--- config.mk ---
export PLATFORM = sky130hd
export DESIGN_NAME = multdiv_sequencer
export DESIGN_NICKNAME = d
export VERILOG_FILES = /design/src/rtl/multdiv_sequencer_pkg.sv /design/src/rtl/multdiv_sequencer_booth_decoder.sv /design/src/rtl/multdiv_sequencer.sv
export SDC_FILE = /design/constraint.sdc
export NUM_CORES = 1
export LEC_CHECK = 0
export CORE_MARGIN = 1.5
export CORE_UTILIZATION = 50
export CTS_CLUSTER_DIAMETER = 60
export CTS_CLUSTER_SIZE = 14
export DETAILED_ROUTE_END_ITERATION = 12
export PLACE_DENSITY = 0.88
export SETUP_SLACK_MARGIN = 0.5
export SYNTH_ARGS = -nofsm -noshare
export SYNTH_HDL_FRONTEND = slang
export SYNTH_HIERARCHICAL = 1
export SYNTH_SLANG_ARGS = --single-unit
--- constraint.sdc ---
create_clock -name clock -period 2.62 [get_ports clock]
set_clock_uncertainty 0.05 [all_clocks]
set_input_delay 0.524 -clock clock [delete_from_list [all_inputs] [get_ports clock]]
set_output_delay 0.524 -clock clock [all_outputs]
set_load 0.01 [all_outputs]
--- src/rtl/multdiv_sequencer_pkg.sv ---
// Shared definitions for the multiply/divide sequencer.
//   - default operand width and iteration counts
//   - sequencer state encoding
//   - radix-4 Booth operation encoding and the bits-to-op mapping
package multdiv_pkg;

   localparam int DEF_WIDTH      = 32;
   localparam int DEF_MULT_STEPS = DEF_WIDTH / 2;
   localparam int DEF_DIV_STEPS  = DEF_WIDTH;

   typedef enum logic [2:0] {
      IDLE     = 3'd0,
      MULT_RUN = 3'd1,
      DIV_RUN  = 3'd2,
      DIV_FIX  = 3'd3,
      DONE     = 3'd4
   } seqState_t;

   // ADD2/SUB2 select the doubled multiplicand.
   typedef enum logic [2:0] {
      NOP  = 3'd0,
      ADD1 = 3'd1,
      ADD2 = 3'd2,
      SUB1 = 3'd3,
      SUB2 = 3'd4
   } boothOp_t;

   // Radix-4 Booth recoding of product bits [2:0] (bit 0 is the guard bit).
   function automatic boothOp_t boothOp(input logic [2:0] triplet);
      boothOp_t op;
      case (triplet)
         3'b001, 3'b010: op = ADD1;
         3'b011:         op = ADD2;
         3'b100:         op = SUB2;
         3'b101, 3'b110: op = SUB1;
         default:        op = NOP;
      endcase
      return op;
   endfunction

endpackage

--- src/rtl/multdiv_sequencer_booth_decoder.sv ---
// Combinational radix-4 Booth decoder.
// Ports:
//   boothBits  in  3  product register bits [2:0]
//   aluAdd     out 1  add the (possibly doubled) multiplicand
//   aluSub     out 1  subtract the (possibly doubled) multiplicand
//   mcandX2    out 1  use 2x multiplicand
// Outputs are ungated; the sequencer qualifies them with its state.
module booth_decoder
   import multdiv_pkg::*;
(
   input  logic [2:0] boothBits,
   output logic       aluAdd,
   output logic       aluSub,
   output logic       mcandX2
);

   boothOp_t op;

   always_comb begin
      op      = boothOp(boothBits);
      aluAdd  = (op == ADD1) || (op == ADD2);
      aluSub  = (op == SUB1) || (op == SUB2);
      mcandX2 = (op == ADD2) || (op == SUB2);
   end

endmodule

--- src/rtl/multdiv_sequencer.sv ---
// Sequencer for the shared iterative multiply/divide datapath.
// Holds only state, the iteration counter and the mode/div-by-zero flags;
// all operand and product storage lives in the datapath.
// Ports:
//   clock           in   system clock, rising edge
//   ctrl_reset_n    in   asynchronous active-low reset
//   ctrl_MULT       in   start multiply (one-cycle pulse, wins over ctrl_DIV)
//   ctrl_DIV        in   start divide (one-cycle pulse)
//   booth_bits      in   product bits [2:0] for Booth recoding
//   rem_sign        in   sign of the current partial remainder
//   divisor_zero    in   divisor is zero, valid in the start cycle
//   mult_ovf        in   product overflow, valid in the result cycle
//   dp_load         out  load operands (combinational on a start pulse)
//   dp_is_div       out  datapath mode, registered at start
//   alu_add/alu_sub out  add / subtract this step
//   mcand_x2        out  use 2x multiplicand
//   dp_shift        out  shift product or remainder this step
//   dp_fix          out  divide correction step
//   busy            out  operation in progress
//   data_resultRDY  out  one-cycle result-valid pulse
//   data_exception  out  overflow or divide-by-zero, only with data_resultRDY
//
// state    | meaning
// ---------+------------------------------------------------------------
// IDLE     | waiting for a start pulse
// MULT_RUN | one Booth radix-4 step per cycle, MULT_STEPS cycles
// DIV_RUN  | one non-restoring divide step per cycle, DIV_STEPS cycles
// DIV_FIX  | single remainder correction cycle
// DONE     | result valid for one cycle, then IDLE
module multdiv_sequencer
   import multdiv_pkg::*;
#(
   parameter int WIDTH      = DEF_WIDTH,
   parameter int MULT_STEPS = WIDTH / 2,
   parameter int DIV_STEPS  = WIDTH
) (
   input  logic       clock,
   input  logic       ctrl_reset_n,
   input  logic       ctrl_MULT,
   input  logic       ctrl_DIV,
   input  logic [2:0] booth_bits,
   input  logic       rem_sign,
   input  logic       divisor_zero,
   input  logic       mult_ovf,
   output logic       dp_load,
   output logic       dp_is_div,
   output logic       alu_add,
   output logic       alu_sub,
   output logic       mcand_x2,
   output logic       dp_shift,
   output logic       dp_fix,
   output logic       busy,
   output logic       data_resultRDY,
   output logic       data_exception
);

   localparam int CNT_W = $clog2(DIV_STEPS) + 1;
   localparam logic [CNT_W-1:0] MULT_LAST = CNT_W'(MULT_STEPS - 1);
   localparam logic [CNT_W-1:0] DIV_LAST  = CNT_W'(DIV_STEPS - 1);

   seqState_t        state, stateNext;
   logic [CNT_W-1:0] cnt, cntNext;
   logic             isDiv, isDivNext;
   logic             div0, div0Next;

   logic boothAdd, boothSub, boothX2;
   logic inMult, inDivRun, inDivFix;

   booth_decoder uBoothDecoder (
      .boothBits (booth_bits),
      .aluAdd    (boothAdd),
      .aluSub    (boothSub),
      .mcandX2   (boothX2)
   );

   // A start pulse overrides whatever is running, so an aborted operation
   // simply never reaches DONE and produces no result pulse.
   always_comb begin
      stateNext = state;
      cntNext   = cnt;
      isDivNext = isDiv;
      div0Next  = div0;
      if (ctrl_MULT) begin
         stateNext = MULT_RUN;
         cntNext   = '0;
         isDivNext = 1'b0;
         div0Next  = 1'b0;
      end else if (ctrl_DIV) begin
         cntNext   = '0;
         isDivNext = 1'b1;
         div0Next  = divisor_zero;
         // Divide by zero issues no steps; the result cycle follows directly.
         stateNext = divisor_zero ? DONE : DIV_RUN;
      end else begin
         case (state)
            MULT_RUN: begin
               if (cnt == MULT_LAST) stateNext = DONE;
               else                  cntNext   = cnt + 1'b1;
            end
            DIV_RUN: begin
               if (cnt == DIV_LAST) stateNext = DIV_FIX;
               else                 cntNext   = cnt + 1'b1;
            end
            DIV_FIX: stateNext = DONE;
            DONE:    stateNext = IDLE;
            default: stateNext = IDLE;
         endcase
      end
   end

   always_ff @(posedge clock or negedge ctrl_reset_n) begin
      if (!ctrl_reset_n) begin
         state <= IDLE;
         cnt   <= '0;
         isDiv <= 1'b0;
         div0  <= 1'b0;
      end else begin
         state <= stateNext;
         cnt   <= cntNext;
         isDiv <= isDivNext;
         div0  <= div0Next;
      end
   end

   assign inMult   = (state == MULT_RUN);
   assign inDivRun = (state == DIV_RUN);
   assign inDivFix = (state == DIV_FIX);

   assign dp_load   = ctrl_MULT | ctrl_DIV;
   assign dp_is_div = isDiv;

   // Non-restoring divide: subtract while the remainder is non-negative,
   // add back while it is negative; the fix cycle adds only if negative.
   assign alu_add  = (inMult & boothAdd) | ((inDivRun | inDivFix) & rem_sign);
   assign alu_sub  = (inMult & boothSub) | (inDivRun & ~rem_sign);
   assign mcand_x2 = inMult & boothX2;
   assign dp_shift = inMult | inDivRun;
   assign dp_fix   = inDivFix;

   assign busy           = inMult | inDivRun | inDivFix;
   assign data_resultRDY = (state == DONE);
   assign data_exception = data_resultRDY & (isDiv ? div0 : mult_ovf);

endmodule

Word-level counts from Yosys, hierarchy flattened
Index checks and enable logic that the tools add are counted.

storage, ports and cells
  logic and storage cells = 64
  flip-flop bits (word level) = 11
  input bits = 10

operators by class
  equal/unequal tests = 20
  multiplexer cells = 17
  bitwise gates (word level) = 13
  add/sub/neg operators = 1
  reductions and logical operators = 9

operator list
  operator                                                         number
  6-bit 2-to-1 mux                                                 4
  3-bit by 2-bit == test with 1-bit output, second input constant  6
  3-bit == test, second input constant                             5
  3-bit 2-to-1 mux                                                 5
  3-bit one-hot mux with 4 select lines                            1
  6-bit one-hot mux with 2 select lines                            1
  3-bit by 1-bit == test with 1-bit output, second input constant  3
  3-bit one-hot mux with 3 select lines                            1
  4-bit by 3-bit != test with 1-bit output, second input constant  2
  4-bit != test, second input constant                             2
  6-bit by 1-bit adder with 6-bit output, second input constant    1
  1-bit bitwise AND                                                6
  6-bit by 4-bit == test with 1-bit output, second input constant  1
  6-bit by 5-bit == test with 1-bit output, second input constant  1
  1-bit bitwise OR                                                 6
  1-bit 2-to-1 mux                                                 5
  4-bit nonzero test                                               1
  2-bit OR reduction                                               2
  1-bit logical OR                                                 3
  3-bit AND reduction                                              1
  2-bit AND reduction                                              1
  2-bit nonzero test                                               1
  1-bit NOT                                                        1

Logic depth before layout (Yosys ltp)
  word-level depth = 7
  depth in mapped cells = 6
  depth with buffers taken out = 6

Hierarchy
Netlist, hierarchy kept.

by module, submodules not included
  module             instances  cells an instance  area each (sq um)  sequential area each (sq um)
  multdiv_sequencer  1          82                 725.7              275.3
  booth_decoder      1          6                  32.5               0.0

Worst setup path before layout
No wires, ideal clock.

  kind = register to output
  start point = reg state[0]
  end point = out alu_sub
  cell stages (with the launch flop) = 4
  path slack = 0.864 ns
  arrival time = 1.182 ns
  cell sequence = dfrtp_1 buf_6 or3b_1 o21ai_0

between the ends
  cells in the longest elaborated chain, start to end = 3
  elaborated cells between the ends (all ways) = 5
  classes of those cells = eq/ne: 2; bitwise: 3

ends and longest elaborated chain
  item                                                                                                  line                                                RTL
  start: declaration                                                                                    multdiv_sequencer.sv:61                             seqState_t state, stateNext;
  start signal: assignment                                                                              multdiv_sequencer.sv:118                            state <= stateNext;
  3-bit by 1-bit == test with 1-bit output or 3-bit by 2-bit == test with 1-bit output (tied branches)  multdiv_sequencer.sv:125, multdiv_sequencer.sv:126
  1-bit bitwise AND                                                                                     multdiv_sequencer.sv:135                            assign alu_sub = (inMult & boothSub) | (inDivRun & ~rem_sign);
  1-bit bitwise OR (*)                                                                                  multdiv_sequencer.sv:135
  end: declaration                                                                                      multdiv_sequencer.sv:48                             output logic alu_sub,

Mark *: on every way between the ends. The rest lies on a longest branch, timed or not.

Worst setup path after layout
  start point = reg state[2]
  end point = out alu_sub

Same word-level chain as after synthesis.

==> results.md <==
- DR pass1 iterations: 4
- Final Hold Viols: 0
- Final #Nets: 130
- Cell area power density: around 400 nW/um^2
- Placed Cells incl. Taps: 122
- Switching Share: 27.7%
- Antenna violations before repair: 0
- Pint: 0.295 mW
- RSZ-0062 raised after global routing: yes
- Post-Route WL: around 1700 um
- Slew Limit Fails: 0
- Data arrival time of the critical path: 1.53 ns
- Leakage: 0.495 nW
- Core ar.: between 1000 and 1500 um^2
- Logic pwr share: 26.6%
- Hold Path Cell Cnt: 2
- HPWL Detailed: 1110 um
- Mapped cell area: 758 um^2
- Flop pwr share: between 40% and 50%
- Vias in the first global route: 660
- Fmax: 474 MHz
- Clock Sinks: 11
- Max cap viols: 0
- Starting Density: between 50% and 60%
- Crit path max fanout: 7
- P&R area growth vs syn: 37.0%
- DIE AREA: 1760 um^2
- TritonCTS buffer count: 3
- First-pass GRT wire length: 2730 um
- Syn Nets: 99
- Final min period: roughly 2.1 ns
- Clock Latency Late Sink: 0.26 ns
- Die X-Extent: 41.9 um
- Switching power: between 0.1 and 0.15 mW
- ANT cells: 0
- Outcome: finished, final reports clean
- Period utilisation layout: 80.4%
- CP required: 2.05 ns
- Slew Limit Headroom: 67.3%
- Initial drt markers: 16
- CTS tree: done
- YS warnings: 6
- Setup Viol. Count Final: 0
- Hold Slack: just over 0.5 ns
- Post-synthesis cell type count: 32
- Vias: 739
- HP Class: reg -> reg
- Max Root-Sink Buffers: 2
- Critical Path Start Type: register
- Post-Syn Instances: 88
- H-tree Lvls: 1
- Post-route ant nets: 0
- Placer congestion estimate: 0.877
- Vias per cell: 5.56
- GRT overflow: 0
- Least-Margin Pin Slew: 0.490 ns
- Worst VDD drop: ~0.32 mV
- Clock power frac: 28.0%
- Layout Cells excl Fill: 133
- Synthesized flop and latch total: 11
- Global Route Usage Sum: about a fifth
- Clk slew on worst S/H paths: 0.07 ns
- Die Ht: 41.9 um
- I/O pin cnt: 20
- Crit end category: output pin
- Residual DRC: 0
- WS Path Type: reg -> out
- Port-buffer cells: 19
- Reg2Reg Depth: 5
- WL per Instance: 12.4 um
- Hold_buf cts: 0
- Cell Rows: 13
- Register area share after synthesis: 36.3%
- Share of cells above drive strength 1: 23.7%
- Clock root cell: clkbuf_4
- Syn Area/Cell: approximately 8.6 um^2
- Largest net degree at the start of global routing: 12
layout make-up:
| cell class | instances | area [um^2] |
|---|---|---|
| multi-input cells | 71 | 447 |
| fillers | 99 | 312 |
| flip-flops and latches | 11 | 279 |
| repair buffers | 30 | 260 |
| clock buffers | 4 | 26.3 |
| well taps | 15 | 18.8 |
| inverters | 2 | 7.51 |
metrics by stage:
stage,TNS (ns),utilization [%],cell area (um^2),setup slack [ns],power [mW]
3_3_place_gp,0,71.4,963,0.00917,0.286
2_1_floorplan,0,-,758,0.864,0.241
5_1_grt,0,76.9,1040,0.432,0.430
6_report,0,76.9,1040,0.512,0.408
3_5_place_dp,-0.0200,71.4,963,-0.0200,0.288
4_1_cts,0,75.3,1020,0.481,0.406
state kept, by name (all words and copies together), names as in the netlist:
name / cells
div0: 1
cnt: 6
state: 3
dp_is_div: 1
placed cells by master, fill, tap and decap left out, drive strengths merged:
cell type	count
a21oi	10
and2	3
and3	1
and3b	1
and4b	1
buf	13
clkbuf	4
clkdlybuf4s50	9
dfrtp	11
dlygate4sd2	6
dlymetal6s2s	2
ha	1
inv	2
mux2	1
mux2i	3
nand2	8
nand2b	1
nand3	2
nand3b	1
nand4b	2
nor2	13
nor2b	1
nor3b	2
o21a	1
o21ai	9
o31ai	3
or3	3
or3b	2
or4	1
xnor2	1
per-layer routing:
layer | part of all wire (%) | vias to the layer above | wire length (um) | global-route usage, %
met4 | 0.73 | 0 | 12 | 9.03
met3 | 5.8 | 2 | 96 | 1.74
met1 | 41 | 334 | 679 | 23.0
li1 | - | 374 | - | -
met5 | 0 | - | 0 | 0
met2 | 52 | 29 | 867 | 35.9
power by group through the flow:
| stage | Sequential (mW) | Combinational, mW | Clock [mW] |
|---|---|---|---|
| final | 0.185 | 0.109 | 0.114 |
| after global routing | 0.186 | 0.120 | 0.124 |
| after CTS | 0.185 | 0.105 | 0.117 |
| after detailed placement | 0.190 | 0.0987 | 0 |
| after global placement | 0.190 | 0.0968 | 0 |
| after floorplan | 0.183 | 0.0580 | 0 |
cell usage after synthesis:
master,count,area share [%]
nor2_1,13,6.4
dfrtp_1,11,36
a21oi_1,8,5.3
nand2_1,8,4.0
o21ai_1,5,3.3
o21ai_0,4,2.6
mux2i_1,3,4.0
o31ai_1,3,3.0
or3_1,3,2.5
a21oi_2,2,2.3
and2_1,2,1.6
buf_6,2,3.0
inv_1,2,0.99
nand3_1,2,1.3
nand4b_1,2,2.3
or3b_1,2,2.3
and2_2,1,0.99
and3_1,1,0.83
and3b_1,1,1.2
and4b_1,1,1.3
buf_4,1,0.99
clkbuf_1,1,0.49
ha_1,1,1.6
mux2_2,1,1.5
nand2b_1,1,0.83
nand3b_1,1,0.99
nor2b_1,1,0.83
nor3b_2,1,1.6
nor3b_4,1,2.5
o21a_1,1,0.99
or4_1,1,0.99
xnor2_1,1,1.2
repair_timing:
item                                    CTS  global route
endpoints found under the setup margin    6             5
gates resized for setup                  18             5
pin swaps                                 0             2
setup buffers                             5             2
worst max-delay path, stage by stage, from the launching register on:
cell and delay, ns:
dfrtp_2 0.46, or3b_4 0.41, o21ai_0 0.13, dlygate4sd2_1 0.28
final timing paths:
kind	start	end	slack, ns
max	state[2]$_DFFE_PN0P_	alu_sub	0.51
min reg2reg	div0$_DFFE_PN0N_	div0$_DFFE_PN0N_	0.52
min	div0$_DFFE_PN0N_	div0$_DFFE_PN0N_	0.52
min in group asynchronous	ctrl_reset_n	cnt[1]$_DFFE_PN0P_	0.54
max reg2reg	state[2]$_DFFE_PN0P_	cnt[5]$_DFFE_PN0P_	0.91
max in group asynchronous	ctrl_reset_n	state[1]$_DFFE_PN0P_	1.62
cells by family after synthesis:
| family | synth area share, % |
|---|---|
| adder cells (fa/ha/maj) | 1.65 |
| flip-flops | 36.3 |
| buffers and inverters | 5.45 |
| multiplexers | 5.45 |
| XOR/XNOR | 1.16 |
| AO/OA/AOI/OAI | 17.5 |
| AND/OR/NAND/NOR | 32.5 |
No activity file was read; power rests on OpenSTA's default activity.
==> patch 1 (same settings) <==
Change the package constant `DEF_WIDTH` from 32 to 64.
--- a/src/rtl/multdiv_sequencer_pkg.sv
+++ b/src/rtl/multdiv_sequencer_pkg.sv
@@ -6,3 +6,3 @@
 
-   localparam int DEF_WIDTH      = 32;
+   localparam int DEF_WIDTH      = 64;
    localparam int DEF_MULT_STEPS = DEF_WIDTH / 2;
Function: no difference found for any inputs over 10 cycles, from zero or initial values and one cycle with ctrl_reset_n low; that may be too few to reach the edited logic, so the function may still have changed.
==> patch 1 against the original RTL <==
Area after synthesis is 6.1% higher; clock power grew 27%; power is 11% higher; register-to-register slack lost 0.22 ns; sequential cell count up 1; cell area increased by 9.6%; global-route usage is 4.2 points higher; worst setup slack improved by 0.0061 ns; routed wire length grew 23%; largest cell class unchanged.
==> patch 1: results (changes against the original RTL) <==
yosys_warnings: 6  # unchanged
drt-total-wl_mm: 2.029  # +23%
dp_cells: 132  # +8.2%
placement.cell_area_mm2: 0.001056  # +9.6%
grt_max_degree: 13  # +1
largest_registers: "cnt: 7 flops, state: 3 flops"
run_status: "finished clean"
path_max_fanout: 4  # -3
grt_use_total_pct: 23.94  # +4.2 points
first_pass_grt_wire_length_mm: 3.346  # +23%
synth-compound-area-share_pct: 20.37  # +2.9 points
syn_inst: 93  # +5.7%
route.detailed.wl_per_inst_um: 14.39  # +16%
power.leakage_nw: 0.5386  # +8.9%
ys_top_cells_by_count: "nor2_1 (13), dfrtp_1 (12), a21oi_1 (8), nand2_1 (7), nand3_1 (6)"
h_tree_depth: 1  # unchanged
count_of_routing_violations_after_the_opening_detailed_route_iteration: 23  # +7
vdd.ir_drop.worst_mv: 0.3686  # +15%
post_synth_fa_ha_maj_area_fraction_pct: 1.555  # -0.095 points
drt-pass1-iter-count: 4  # unchanged
mux_contribution_to_synthesized_area_pct: 6.376  # +0.93 points
final_nets: 137  # +5.4%
synth-xor-area-share_pct: 0  # -1.2 points
synthDistinctLibCells: 36  # +13%
insertion_delay_ns: 0.27
num_vias: 811  # +9.7%
timing.max_slew.rel_slack_pct: 63.08  # -4.2 points
grt_pass1_vias: 746  # +13%
cell_internal_pwr_uw: 334.9  # +13%
top_cells_by_area_in_the_synthesized_netlist: "dfrtp_1 (37%), nor2_1 (6.1%), a21oi_1 (5.0%), mux2i_1 (5.0%), nand3_1 (3.7%)"
hpwlAfterDp_mm: 1.404  # +26%
finalWeightedCongestion: 0.8639  # -1.4%
n_fill_cell: 113  # +14%
antenna_found_initial: 0  # unchanged
buffer_ports.inserted: 19  # unchanged
post_route_cells_drive_above_1_share_pct: 24.80  # +1.1 points
sequential_area_share_after_synthesis_pct: 37.33  # +1.0 points
synth.net_count: 104  # +5.1%
timing.hold.worst.class: "reg2reg"
patch 1: cell types whose count changed after synthesis, moves of 2 or more:
cell	change
inv_1	+2
nand3_1	+4
a21oi_2	-2
o21ai_1	-5
o31ai_1	-2
a21boi_0	+2
buf_6	-2
nand4b_1	-2
clkbuf_1	+2
patch 1: routing by layer:
| metal | global-route usage [%] | vias to the layer above | share of wire (%) | wire length (µm) |
|---|---|---|---|---|
| met5 | 0 | - | 0 | 0 |
| met4 | 7.879 | 0 | 2.1 | 42 |
| met3 | 3.830 | 5 | 5.0 | 101 |
| met2 | 39.10 | 27 | 50 | 1006 |
| met1 | 32.15 | 378 | 43 | 879 |
| li1 | - | 401 | - | - |
patch 1: worst paths after layout:
path,start,slack [ns],cells after the start,to
worst min-delay path,div0$_DFFE_PN0N_,0.49,2,div0$_DFFE_PN0N_
worst max register to register,cnt[0]$_DFFE_PN0P_,0.69,5,cnt[4]$_DFFE_PN0P_
max in group asynchronous,ctrl_reset_n,1.56,1,state[2]$_DFFE_PN0P_
worst min register to register,div0$_DFFE_PN0N_,0.49,2,div0$_DFFE_PN0N_
min in group asynchronous,ctrl_reset_n,0.56,1,cnt[3]$_DFFE_PN0P_
worst max-delay path,state[0]$_DFFE_PN0P_,0.52,5,alu_add
patch 1: worst max-delay path, stage by stage, from the launching register on:
cell	delay, ns
dfrtp_2	0.42
buf_4	0.15
and2b_2	0.21
a22oi_2	0.15
nor2_1	0.05
dlygate4sd2_1	0.28
patch 1: kinds of logic after synthesis:
group,count (synthesis)
simple gates,45
compound gates,23
flops,12
buf+inv,7
mux,5
fa+ha+maj,1
patch 1: layout make-up:
cell class | instances | area (µm²) | area share, %
sequential | 12 | 302.8 | 26.59
clock buffer | 4 | 36.28 | 3.187
tap | 16 | 20.02 | 1.758
multi-input combinational | 74 | 489.2 | 42.97
inverter | 4 | 15.01 | 1.319
timing repair buffer | 31 | 275.3 | 24.18
patch 1: through the flow:
step | hold slack, ns | setup WS [ns] | TNS (ns)
floorplan | 0.1784 | 0.8530 | 0
global placement | 0.4764 | -0.08635 | -0.08635
detailed placement | 0.4882 | -0.1099 | -0.1099
CTS | 0.4971 | 0.5036 | 0
global route | 0.5235 | 0.4137 | 0
finish | 0.4941 | 0.5184 | 0
patch 1: power groups by stage:
stage | clock network, mW | registers, mW | logic [mW]
3_5_place_dp | 0 | 0.203 | 0.0998
3_3_place_gp | 0 | 0.203 | 0.0973
4_1_cts | 0.151 | 0.199 | 0.103
6_report | 0.145 | 0.199 | 0.108
5_1_grt | 0.158 | 0.200 | 0.118
2_1_floorplan | 0 | 0.200 | 0.0489
patch 1: repair_timing:
item / CTS / global route
resized for setup: 21 / 5
buffers inserted: 4 / 1
hold buffers: 0 / 0
endpoints found under the setup margin: 8 / 5
pin swaps: 1 / 3
==> patch 2 (same flow settings) <==
Made on the original files. Re-encode `seqState_t` (5 states) as one-hot, 5 bits wide.
--- a/src/rtl/multdiv_sequencer_pkg.sv
+++ b/src/rtl/multdiv_sequencer_pkg.sv
@@ -10,8 +10,8 @@
 
-   typedef enum logic [2:0] {
-      IDLE     = 3'd0,
-      MULT_RUN = 3'd1,
-      DIV_RUN  = 3'd2,
-      DIV_FIX  = 3'd3,
-      DONE     = 3'd4
+   typedef enum logic [4:0] {
+      IDLE     = 5'b00001,
+      MULT_RUN = 5'b00010,
+      DIV_RUN  = 5'b00100,
+      DIV_FIX  = 5'b01000,
+      DONE     = 5'b10000
    } seqState_t;
Behaviour: no difference found for any inputs over 10 cycles, from zero or initial values and one cycle with ctrl_reset_n low; not proved beyond that.
==> patch 2 against the original RTL <==
Register-to-register slack worse by 0.32 ns; via count up 38%; sequential cell count increased by 2; cell area increased by 22%; maximum frequency is essentially flat; critical path depth is 2 higher; sequential power up 17%; worst setup slack better by 0.0018 ns; power increased by 21%; combinational power is 36% higher; die area is 14% higher; area after synthesis grew 15%; routed wire length increased by 67%; critical endpoint unchanged.
==> patch 2: results (changes against the original RTL) <==
average_via_count_per_standard_cell: 6.315  # +14%
cts-resized-gates: 31  # +13
grt_use_total_pct: 29.16  # +9.4 points
drt-total-wl_mm: 2.760  # +67%
timing.max_slew.rel_slack_pct: 58.62  # -8.6 points
finalWeightedCongestion: 0.8082  # -7.8%
path_max_fanout: 8  # +1
grt.met3_usage_pct: 6.400  # +4.7 points
sequential_area_share_after_synthesis_pct: 37.34  # +1.0 points
hpwlAfterDp_mm: 1.592  # +43%
synth-compound-area-share_pct: 21.89  # +4.4 points
gr_met1_demand_resource_pct: 33.59  # +11 points
syn_inst: 103  # +17%
dp_cells: 139  # +14%
vdd.ir_drop.worst_mv: 0.3616  # +13%
routing_usage_on_met2_pct: 47.54  # +12 points
m1WireLength_mm: 1.131  # +67%
n_fill_cell: 102  # +3.0%
postCtsSetupRepairBufs: 15  # +10
rr_startpoint: "state[3]$_DFFE_PN0P_"
seq_power_share_pct: 43.6  # -1.8 points
final_nets: 158  # +22%
p_sw_share_pct: 29.58  # +1.9 points
timing.hold.worst.class: "reg2reg"
reg2regPathDepth: 12  # +7
synthDistinctLibCells: 40  # +25%
mux_contribution_to_synthesized_area_pct: 4.721  # -0.72 points
placement.cell_area_mm2: 0.001104  # +15%
post-place-ws_ns: -0.09636  # -0.07637 ns
timing.critical_path.slowest_cell_delay_ns: 0.44  # -0.02 ns
net_switching_uw: 146.4  # +30%
synth.net_count: 114  # +15%
run_status: "finished clean"
synth-xor-area-share_pct: 1.001  # -0.15 points
num_vias: 1023  # +38%
count_of_routing_violations_after_the_opening_detailed_route_iteration: 48  # +32
length_of_routed_met3_wiring_um: 177  # +84%
power.leakage_nw: 0.5875  # +19%
timing.critical_path.from: "state[1]$_DFFE_PN0P_"
largest_registers: "cnt: 6 flops, state: 5 flops"
first_pass_grt_wire_length_mm: 4.222  # +55%
post_route_cells_drive_above_1_share_pct: 32.88  # +9.1 points
netlist.area_leader.share_pct: 34.33  # -2.0 points
## patch 2: cell count changes after synthesis, moves of 3 or more
| cell | change |
|---|---|
| o21ai_1 | -5 |
| o21ai_0 | +4 |
| nand2b_1 | +3 |
| nor3_1 | +3 |
| nor4_1 | +3 |
## patch 2: cell type report
class	count	area [µm²]	area share, %
flip-flops and latches	13	331.6	26.11
well taps	16	20.02	1.576
clock buffers	4	26.28	2.069
repair buffers	42	325.3	25.62
inverters	2	7.507	0.5911
multi-input cells	85	559.3	44.04
## patch 2: worst paths after layout
| check | end | slack, ns |
|---|---|---|
| min in group asynchronous | cnt[4]$_DFFE_PN0P_ | 0.56 |
| hold / removal | div0$_DFFE_PN0N_ | 0.50 |
| max in group asynchronous | state[4]$_DFFE_PN0P_ | 1.51 |
| setup / recovery | alu_sub | 0.51 |
| hold reg to reg | div0$_DFFE_PN0N_ | 0.50 |
| setup reg to reg | state[0]$_DFFE_PN1P_ | 0.59 |
